===== src/rtl/alu_share_pkg.sv =====
// Shared types and constants for the shared-ALU sequencer (alu_share_ctrl).
package alu_share_pkg;

  typedef enum logic [1:0] {
    IDLE = 2'd0,
    EXEC = 2'd1,
    RESP = 2'd2
  } state_t;

  // Requester index: 0 = main pipeline, 1 = auxiliary unit
  typedef logic port_t;

  localparam logic [3:0] ADD      = 4'd0;
  localparam logic [3:0] SUB      = 4'd1;
  localparam logic [3:0] OR       = 4'd2;
  localparam logic [3:0] AND      = 4'd3;
  localparam logic [3:0] XOR      = 4'd4;
  localparam logic [3:0] SRL      = 4'd5;
  localparam logic [3:0] SLL      = 4'd6;
  localparam logic [3:0] SRA      = 4'd7;
  localparam logic [3:0] SLT      = 4'd8;
  localparam logic [3:0] SLTU     = 4'd9;
  localparam logic [3:0] LUI_COPY = 4'd10;

  function automatic port_t other_port(input port_t p);
    return ~p;
  endfunction

endpackage


===== src/rtl/alu_share_ctrl_if.sv =====
// Request/response handshake bundle between the two requesters and alu_share_ctrl.
// master = requester side, slave = controller side.
interface alu_share_ctrl_if #(
  parameter int unsigned WIDTH = 32,
  parameter int unsigned FUN_W = 4
);
  logic             req_valid0, req_valid1;
  logic             req_ready0, req_ready1;
  logic [WIDTH-1:0] req_a0, req_a1;
  logic [WIDTH-1:0] req_b0, req_b1;
  logic [FUN_W-1:0] req_fun0, req_fun1;
  logic             rsp_valid0, rsp_valid1;
  logic             rsp_ready0, rsp_ready1;
  logic [WIDTH-1:0] rsp_data0, rsp_data1;

  modport master (
    output req_valid0, req_valid1, req_a0, req_a1, req_b0, req_b1,
           req_fun0, req_fun1, rsp_ready0, rsp_ready1,
    input  req_ready0, req_ready1, rsp_valid0, rsp_valid1, rsp_data0, rsp_data1
  );

  modport slave (
    input  req_valid0, req_valid1, req_a0, req_a1, req_b0, req_b1,
           req_fun0, req_fun1, rsp_ready0, rsp_ready1,
    output req_ready0, req_ready1, rsp_valid0, rsp_valid1, rsp_data0, rsp_data1
  );
endinterface


===== src/rtl/alu_rr_arb2.sv =====
// Two-input arbiter for the shared ALU with a round-robin preference pointer.
// Build option: ALU_SHARE_FIXED_PRIO_EN -> port 0 always wins a tie, no pointer.
module alu_rr_arb2
  import alu_share_pkg::*;
(
  input  logic       clk,
  input  logic       rst_n,
  input  logic [1:0] req,     // request valids, bit N = port N
  input  logic       en,      // arbitration allowed this cycle
  input  logic       update,  // response of the current owner completed
  input  port_t      owner,   // port that owned the completed transaction
  output logic [1:0] grant,   // one-hot grant, zero when nothing is granted
  output port_t      win,
  output logic       any
);

  port_t pref;

`ifdef ALU_SHARE_FIXED_PRIO_EN
  // Port 0 is always preferred on a tie
  always_comb begin
    pref = 1'b0;
  end
`else
  port_t ptr;

  // After a completed response, prefer the port that was not just served
  always_ff @(posedge clk or negedge rst_n) begin
    if (!rst_n) begin
      ptr <= 1'b0;
    end else if (update) begin
      ptr <= other_port(owner);
    end
  end

  // Preference follows the pointer
  always_comb begin
    pref = ptr;
  end
`endif

  // Winner: preferred port on a tie, otherwise the sole requester
  always_comb begin
    win   = 1'b0;
    any   = en & (req[0] | req[1]);
    grant = '0;
    if (req[0] && req[1]) begin
      win = pref;
    end else begin
      win = req[1];
    end
    if (any) begin
      grant = win ? 2'b10 : 2'b01;
    end
  end

endmodule


===== src/rtl/alu_share_ctrl.sv =====
// alu_share_ctrl: sequences one shared combinational ALU between the main
// pipeline (port 0) and an auxiliary unit (port 1). Operands and result are
// registered so no combinational path crosses the ALU.
// Build option: ALU_SHARE_FIXED_PRIO_EN (handled in alu_rr_arb2).
module alu_share_ctrl
  import alu_share_pkg::*;
#(
  parameter int unsigned WIDTH = 32,
  parameter int unsigned FUN_W = 4
) (
  input  logic              CLK,
  input  logic              RST_N,
  alu_share_ctrl_if.slave   bus,
  output logic [WIDTH-1:0]  alu_a,
  output logic [WIDTH-1:0]  alu_b,
  output logic [FUN_W-1:0]  alu_fun,
  input  logic [WIDTH-1:0]  alu_out
);

  state_t           state, state_nxt;
  port_t            owner;
  port_t            win;
  logic [1:0]       req_vec, grant;
  logic             any_grant, arb_en, rsp_done;
  logic [WIDTH-1:0] op_a, op_b, result;
  logic [FUN_W-1:0] op_fun;

  assign req_vec = {bus.req_valid1, bus.req_valid0};
  // Gating with RST_N keeps req_ready low while reset is held
  assign arb_en  = (state == IDLE) & RST_N;

  alu_rr_arb2 u_arb (
    .clk    (CLK),
    .rst_n  (RST_N),
    .req    (req_vec),
    .en     (arb_en),
    .update (rsp_done),
    .owner  (owner),
    .grant  (grant),
    .win    (win),
    .any    (any_grant)
  );

  // State register
  always_ff @(posedge CLK or negedge RST_N) begin
    if (!RST_N) begin
      state <= IDLE;
    end else begin
      state <= state_nxt;
    end
  end

  // Next state and handshake outputs
  always_comb begin
    state_nxt      = state;
    rsp_done       = 1'b0;
    bus.req_ready0 = 1'b0;
    bus.req_ready1 = 1'b0;
    bus.rsp_valid0 = 1'b0;
    bus.rsp_valid1 = 1'b0;
    unique case (state)
      IDLE: begin
        bus.req_ready0 = grant[0];
        bus.req_ready1 = grant[1];
        if (any_grant) begin
          state_nxt = EXEC;
        end
      end
      EXEC: begin
        state_nxt = RESP;
      end
      RESP: begin
        bus.rsp_valid0 = (owner == 1'b0);
        bus.rsp_valid1 = (owner == 1'b1);
        if (owner ? bus.rsp_ready1 : bus.rsp_ready0) begin
          rsp_done  = 1'b1;
          state_nxt = IDLE;
        end
      end
      default: begin
        state_nxt = IDLE;
      end
    endcase
  end

  // Operand capture on acceptance, result capture in EXEC
  always_ff @(posedge CLK or negedge RST_N) begin
    if (!RST_N) begin
      owner  <= 1'b0;
      op_a   <= '0;
      op_b   <= '0;
      op_fun <= '0;
      result <= '0;
    end else begin
      if (any_grant) begin
        owner  <= win;
        op_a   <= win ? bus.req_a1   : bus.req_a0;
        op_b   <= win ? bus.req_b1   : bus.req_b0;
        op_fun <= win ? bus.req_fun1 : bus.req_fun0;
      end
      if (state == EXEC) begin
        result <= alu_out;
      end
    end
  end

  assign alu_a         = op_a;
  assign alu_b         = op_b;
  assign alu_fun       = op_fun;
  assign bus.rsp_data0 = result;
  assign bus.rsp_data1 = result;

endmodule


===== src/flat_wrapper.sv =====
// flat-port wrapper written by rule: the top's interface ports become plain ports
module alu_share_ctrl_flat import alu_share_pkg::*;
#(
  parameter int unsigned WIDTH = 32,
  parameter int unsigned FUN_W = 4
)
  (CLK, RST_N, alu_a, alu_b, alu_fun, alu_out, bus_req_valid0, bus_req_valid1, bus_req_a0, bus_req_a1, bus_req_b0, bus_req_b1, bus_req_fun0, bus_req_fun1, bus_rsp_ready0, bus_rsp_ready1, bus_req_ready0, bus_req_ready1, bus_rsp_valid0, bus_rsp_valid1, bus_rsp_data0, bus_rsp_data1);
  alu_share_ctrl_if #(.WIDTH(WIDTH), .FUN_W(FUN_W)) bus_i ();
  input  logic CLK;
  input  logic RST_N;
  output logic [WIDTH-1:0] alu_a;
  output logic [WIDTH-1:0] alu_b;
  output logic [FUN_W-1:0] alu_fun;
  input  logic [WIDTH-1:0] alu_out;
  input wire logic [$bits(bus_i.req_valid0)-1:0] bus_req_valid0;
  input wire logic [$bits(bus_i.req_valid1)-1:0] bus_req_valid1;
  input wire logic [$bits(bus_i.req_a0)-1:0] bus_req_a0;
  input wire logic [$bits(bus_i.req_a1)-1:0] bus_req_a1;
  input wire logic [$bits(bus_i.req_b0)-1:0] bus_req_b0;
  input wire logic [$bits(bus_i.req_b1)-1:0] bus_req_b1;
  input wire logic [$bits(bus_i.req_fun0)-1:0] bus_req_fun0;
  input wire logic [$bits(bus_i.req_fun1)-1:0] bus_req_fun1;
  input wire logic [$bits(bus_i.rsp_ready0)-1:0] bus_rsp_ready0;
  input wire logic [$bits(bus_i.rsp_ready1)-1:0] bus_rsp_ready1;
  output wire logic [$bits(bus_i.req_ready0)-1:0] bus_req_ready0;
  output wire logic [$bits(bus_i.req_ready1)-1:0] bus_req_ready1;
  output wire logic [$bits(bus_i.rsp_valid0)-1:0] bus_rsp_valid0;
  output wire logic [$bits(bus_i.rsp_valid1)-1:0] bus_rsp_valid1;
  output wire logic [$bits(bus_i.rsp_data0)-1:0] bus_rsp_data0;
  output wire logic [$bits(bus_i.rsp_data1)-1:0] bus_rsp_data1;
  assign bus_i.req_valid0 = bus_req_valid0;
  assign bus_i.req_valid1 = bus_req_valid1;
  assign bus_i.req_a0 = bus_req_a0;
  assign bus_i.req_a1 = bus_req_a1;
  assign bus_i.req_b0 = bus_req_b0;
  assign bus_i.req_b1 = bus_req_b1;
  assign bus_i.req_fun0 = bus_req_fun0;
  assign bus_i.req_fun1 = bus_req_fun1;
  assign bus_i.rsp_ready0 = bus_rsp_ready0;
  assign bus_i.rsp_ready1 = bus_rsp_ready1;
  assign bus_req_ready0 = bus_i.req_ready0;
  assign bus_req_ready1 = bus_i.req_ready1;
  assign bus_rsp_valid0 = bus_i.rsp_valid0;
  assign bus_rsp_valid1 = bus_i.rsp_valid1;
  assign bus_rsp_data0 = bus_i.rsp_data0;
  assign bus_rsp_data1 = bus_i.rsp_data1;
  alu_share_ctrl #(.WIDTH(WIDTH), .FUN_W(FUN_W)) u_core (.CLK(CLK), .RST_N(RST_N), .bus(bus_i), .alu_a(alu_a), .alu_b(alu_b), .alu_fun(alu_fun), .alu_out(alu_out));
endmodule

===== config.mk =====
export PLATFORM = sky130hd
export DESIGN_NAME = alu_share_ctrl_flat
export DESIGN_NICKNAME = d
export VERILOG_FILES = /design/src/rtl/alu_share_pkg.sv /design/src/rtl/alu_share_ctrl_if.sv /design/src/rtl/alu_rr_arb2.sv /design/src/rtl/alu_share_ctrl.sv /design/src/flat_wrapper.sv
export SDC_FILE = /design/constraint.sdc
export NUM_CORES = 1
export LEC_CHECK = 0
export BUFFER_PORTS_ARGS = -buffer_cell sky130_fd_sc_hd__buf_2
export CAP_MARGIN = 25
export CORE_AREA = 2 2 121 123
export DETAILED_ROUTE_END_ITERATION = 10
export DIE_AREA = 0 0 123 125
export PLACE_DENSITY_LB_ADDON = 0.12
export SLEW_MARGIN = 20
export SYNTH_ARGS = -nofsm -noshare
export SYNTH_HDL_FRONTEND = slang
export SYNTH_HIERARCHICAL = 1
export SYNTH_SLANG_ARGS = --single-unit

===== constraint.sdc =====
create_clock -name CLK -period 1.8 [get_ports CLK]
set_input_delay 0.18 -clock CLK [delete_from_list [all_inputs] [get_ports CLK]]
set_output_delay 0.18 -clock CLK [all_outputs]
set_load 0.005 [all_outputs]

=== Word-level counts from Yosys, hierarchy flattened ===
Index checks and enable logic that the tools add are counted.

* Register bits after elaboration: 104
* Logic and storage cells: 34

* Reduce and logical (&&, ||, !) cells: 3
* Bitwise gates (word level): 4
* Eq/ne operators: 4
* Multiplexer cells: 16

{| class="wikitable"
|+ Operators with widths
! kind !! number
|-
| 2-to-1 mux 32 bit || 2
|-
| 2-to-1 mux 1 bit || 8
|-
| 2-to-1 mux 2 bit || 4
|-
| one-hot mux 2 bit (3 select lines) || 1
|-
| 2-to-1 mux 4 bit || 1
|-
| != test 2 x 1 -> 1 bit (second input constant) || 2
|-
| bitwise AND 1 bit || 2
|-
| equality test 2 x 1 -> 1 bit (second input constant) || 1
|-
| equality test 2 bit (second input constant) || 1
|-
| logical NOT 2 bit || 1
|-
| AND reduction 2 bit || 1
|-
| logical AND 1 bit || 1
|-
| inverter 1 bit || 1
|-
| bitwise OR 1 bit || 1
|}

=== Logic depth before layout (Yosys ltp) ===
* Depth in word-level cells: 5
* Depth in mapped cells: 7
* Depth with buffers taken out: 5

=== Hierarchy ===
Netlist, hierarchy kept.

{| class="wikitable"
|+ By module, submodules not included
! module !! seq. area each (um^2) !! area an instance (um^2) !! cells an instance !! times used
|-
| alu_share_ctrl || 2577.5 || 4834.6 || 413 || 1
|-
| alu_rr_arb2 || 25.0 || 73.8 || 9 || 1
|}

=== Least setup slack after synthesis ===
OpenSTA, ideal clock, no wires.

* Path kind: register to register
* Start: register u_core.state[1]
* End: register u_core.op_a[0] (netlist: u_core/alu_a[0])
* Arrival: 1342 ps
* Buffers on the path: 2
* Stages on the path, launching flop included: 7
* Data required time: 1663 ps
* Library setup time: 137 ps
* Slack: 321 ps
* Path through: dfrtp_1 nor2_1 and2_1 o21a_1 buf_2 clkbuf_1 a21oi_1

* Longest elaborated chain between the ends: 3

{| class="wikitable"
|+ RTL lines
! item !! RTL line !! RTL
|-
| start: declaration || alu_share_ctrl.sv:20 || <nowiki>state_t state, state_nxt;</nowiki>
|-
| start signal: assignment || alu_share_ctrl.sv:49 || <nowiki>state <= state_nxt;</nowiki>
|-
| logical NOT 2 bit || alu_share_ctrl.sv:30 || <nowiki>assign arb_en = (state == IDLE) & RST_N;</nowiki>
|-
| bitwise AND 1 bit || alu_share_ctrl.sv:30 ||
|-
| via u_core.arb_en || alu_share_ctrl.sv:24 || <nowiki>logic any_grant, arb_en, rsp_done;</nowiki>
|-
| bitwise AND 1 bit || alu_rr_arb2.sv:45 || <nowiki>any = en & (req[0] | req[1]);</nowiki>
|-
| via u_core.any_grant || alu_share_ctrl.sv:24 ||
|-
| end signal: assignment || alu_share_ctrl.sv:97 || <nowiki>op_a <= win ? bus.req_a1 : bus.req_a0;</nowiki>
|-
| end: declaration || alu_share_ctrl.sv:25 || <nowiki>logic [WIDTH-1:0] op_a, op_b, result;</nowiki>
|}

The timed path passes the listed nets, and every way through them passes these cells.
A chain may end at the register's enable or synchronous reset.

=== Final worst setup path ===
* Start: input RST_N
* End: output bus_req_ready1

* Longest elaborated chain between the ends: 4

{| class="wikitable"
|+ RTL lines
! item !! RTL line !! RTL
|-
| start: declaration || flat_wrapper.sv:10 || <nowiki>input logic RST_N;</nowiki>
|-
| bitwise AND 1 bit || alu_share_ctrl.sv:30 ||
|-
| via u_core.arb_en || alu_share_ctrl.sv:24 ||
|-
| bitwise AND 1 bit || alu_rr_arb2.sv:45 ||
|-
| 2-to-1 mux 2 bit || alu_rr_arb2.sv:52 || <nowiki>if (any) begin</nowiki>
|-
| via u_core.grant[1] || alu_share_ctrl.sv:23 || <nowiki>logic [1:0] req_vec, grant;</nowiki>
|-
| 2-to-1 mux 1 bit || alu_share_ctrl.sv:61 || <nowiki>unique case (state)</nowiki>
|-
| end: declaration || flat_wrapper.sv:26 || <nowiki>output wire logic [$bits(bus_i.req_ready1)-1:0] bus_req_ready1;</nowiki>
|}

The timed path passes the listed nets, and every way through them passes these cells.

==> results by group <==
Drt
  – Final ANT Viol Nets: 0
  – DR iter-0 viols: ~180
  – Routed length per instance: approximately 14 um
  – Via count: 3,932
  – Drt first pass iters: 4
  – # DRC: 0
  – Via density: around 4.4
  – DRT Wirelength: between 10,000 and 15,000 um

Logic synthesis
  – Yosys cell types: 20
  – Post-Syn Area: just under 5000 um^2
  – Area contributors post-synth: dfrtp_1, mux2i_1, mux2_4
  – Post-synth top area share: 53.0%
  – Syn Inst Count: 422
  – Register area share after synthesis: a little over half
  – Register bit total from synthesis: ~100
  – Post-Syn Area per Cell: roughly 12 um^2
  – Area leader, netlist: dfrtp_1
  – Syn Nets: 596
  – Yosys warns: 6

STA
  – RSZ-0062 raised after global routing: false
  – Final Hold Viols: 0
  – Max frequency: roughly 600 MHz
  – Min Tclk post-route: 1660 ps
  – Total negative slack: 0 ps
  – Final period utilization: between 90 and 100%
  – Relative slew slack: approximately 60%
  – Clk_skew: roughly 4.2 ps
  – Final slew viol count: 0
  – Final setup margin: 137 ps
  – Final setup vio count: 0
  – Tightest Pin Transition: approximately 600 ps

Clock network
  – Clk sinks: around 100
  – Post CTS Setup Buffer Count: 0
  – H-tree depth: 3
  – Clk Latency, worst-skew pair: 340 ps
  – Clock Tree Buf Depth: 2
  – TritonCTS clock tree: yes
  – Clock transition at path regs: ~70 ps
  – Num CTS Buffers: 9
  – CTS root buf: clkbuf_16

Setup path
  – Worst Path Class, Setup: input pin to output port
  – Crit path DAT: roughly 1500 ps
  – Worst r2r dst: u_core/alu_b[29]
  – Req. time, crit path: approximately 1600 ps
  – FF-to-FF Start: u_core/u_arb/pref
  – Critical Path Fanout Max: 3
  – R2R depth: 5
  – Crit path capture type: output port
  – Worst reg2reg setup slack: ~240 ps
  – CP Capture Point: bus_req_ready1
  – Crit. Startpoint: RST_N
  – CP Launch Type: input pin

Global routing
  – Number of global-route vias before repair: a little under 4,000
  – Largest net degree at the start of global routing: ~110
  – Total gr overflow: 0
  – Global-route wire length before repair: a little under 20,000 um
  – GRT Total Usage: about 16%
  – Initial antenna violation count: 1

Final layout
  – Register area: ~2600 um^2
  – Nets: just under 900
  – Multi-input logic area: ~1900 um^2
  – Filler instances: around 1,400
  – Fin area: about 6700 um^2
  – Share of post-route cells with drive strength above 1: a little over half
  – Layout Cells excl Fill: 884
  – Area added between synthesis and finish: 37.4%

Pwr
  – Power per cell area: ~1600 nW/um^2
  – Peak supply drop: approximately 520 uV
  – Static leakage: between 3 and 4 nW

Placed design
  – Buffers on Ports: about 300
  – GP Congestion: approximately 0.76
  – DP Cell Count: 867
  – Dpl cell area: 6420 um^2
  – Detailed placer's ending HPWL: ~9700 um
  – Pre-CTS WS: slightly above 200 ps

Flow run
  – MaxCap Viol Count: 0

Floorplanning
  – Die area: ~15,000 um^2
  – Die height: roughly 130 um
  – Starting Density: about a third
  – Core outline area: around 14,000 um^2
  – # IOs: just over 300
  – Die width: between 100 and 150 um
  – Row count: 44

Outcome
  – Status: completed

Hold path
  – Type of the most critical hold path: input pin to flip-flop
## layout make-up
class	count	area share, %
multi-input cells	257	28.1
inverters	2	0.111
clock inverters	4	1.04
repair buffers	321	25.3
flip-flops and latches	104	38.6
clock buffers	11	3.45
diodes	1	0.0371
well taps	184	3.41
## cells in the mapped netlist
cell and instances:
a21oi_1 69, dfrtp_1 104, nand2b_1 2, buf_4 38, nor2_1 71, o21ai_0 2
buf_8 2, mux2_2 4, and3_1 1, nand2_1 2, clkbuf_1 7, o21a_1 1
mux2_4 29, inv_1 2, nor2b_1 1, buf_2 8, or2b_1 1, mux2i_1 69
buf_6 4, and2_1 5
## cells by family (layout without fill, tap and decap cells)
logic type	count (synthesis)	count (layout)	synth area share, %
DFF	104	104	53.0
muxes	102	102	23.9
and+or+nand+nor	83	83	6.88
AOI/OAI and AO/OA	72	72	7.39
buffers and inverters	61	338	8.85
other	0	1	0
## where the power goes
group	switching [W]	internal [W]	leakage [nW]	total (W)
combinational	0.00198	0.00241	2.21	0.00439
clock	0.000800	0.00121	0.149	0.00201
sequential	0.000691	0.00348	1.17	0.00417
total	0.00347	0.00710	3.52	0.0106
## through the flow
step | hold slack (ps) | utilization [%] | power [W]
CTS | 51.6 | 47.4 | 0.0108
detailed placement | 328 | 45.2 | 0.00866
floorplan | -116 | - | 0.00696
global route | 52.0 | 47.5 | 0.0114
global placement | 331 | 45.2 | 0.00859
finish | 66.9 | 47.5 | 0.0106
## worst min-delay path by stage
stage	slack, ps	startpoint	depth (start not counted)	end
CTS	50	alu_out[28]	2	u_core/bus.rsp_data0[28]
global placement	330	RST_N	2	u_core/alu_b[31]
floorplan	-120	RST_N	0	u_core/alu_a[0]
global route	50	alu_out[28]	2	u_core/bus.rsp_data0[28]
detailed placement	330	RST_N	2	u_core/alu_b[31]
finish	70	alu_out[28]	2	u_core/bus.rsp_data0[28]
## layer usage
metal / part of all wire, % / track usage [%]
met3: 9.7 / 4.84
met2: 49 / 27.6
met4: 1.6 / 6.02
met1: 40 / 18.9
met5: 0 / 0
## sequential cells by signal (all words and copies together), names as in the netlist
| register | cells |
|---|---|
| u_core/alu_a | 32 |
| u_core/alu_b | 32 |
| u_core/alu_fun | 4 |
| u_core/bus.rsp_data0 | 32 |
| u_core/owner | 1 |
| u_core/state | 2 |
| u_core/u_arb/pref | 1 |
## placed cells by master (no fill, tap or decap), drive strengths merged, types with 2 or more instances in the layout
cell and instances:
and2 5, buf 320, o21ai 2, a21oi 69
nand2 2, clkinv 2, clkbuf 11, dfrtp 104
mux2 33, nand2b 2, bufinv 2, inv 2
nor2 71, mux2i 69
## critical path, cell delays in order
cell and delay (ps):
dlygate4sd3_1 570, buf_4 160, and2_4 140, and3_1 160
and2_1 140, buf_2 130
## what timing repair did
item | in CTS | in global routing
endpoints found under the hold margin | 104 | 0
hold buffers | 1 | 0
gates resized for setup | 0 | 3
setup endpoints to repair | 0 | 2
Note: power is estimated with default switching activity, not from simulation.
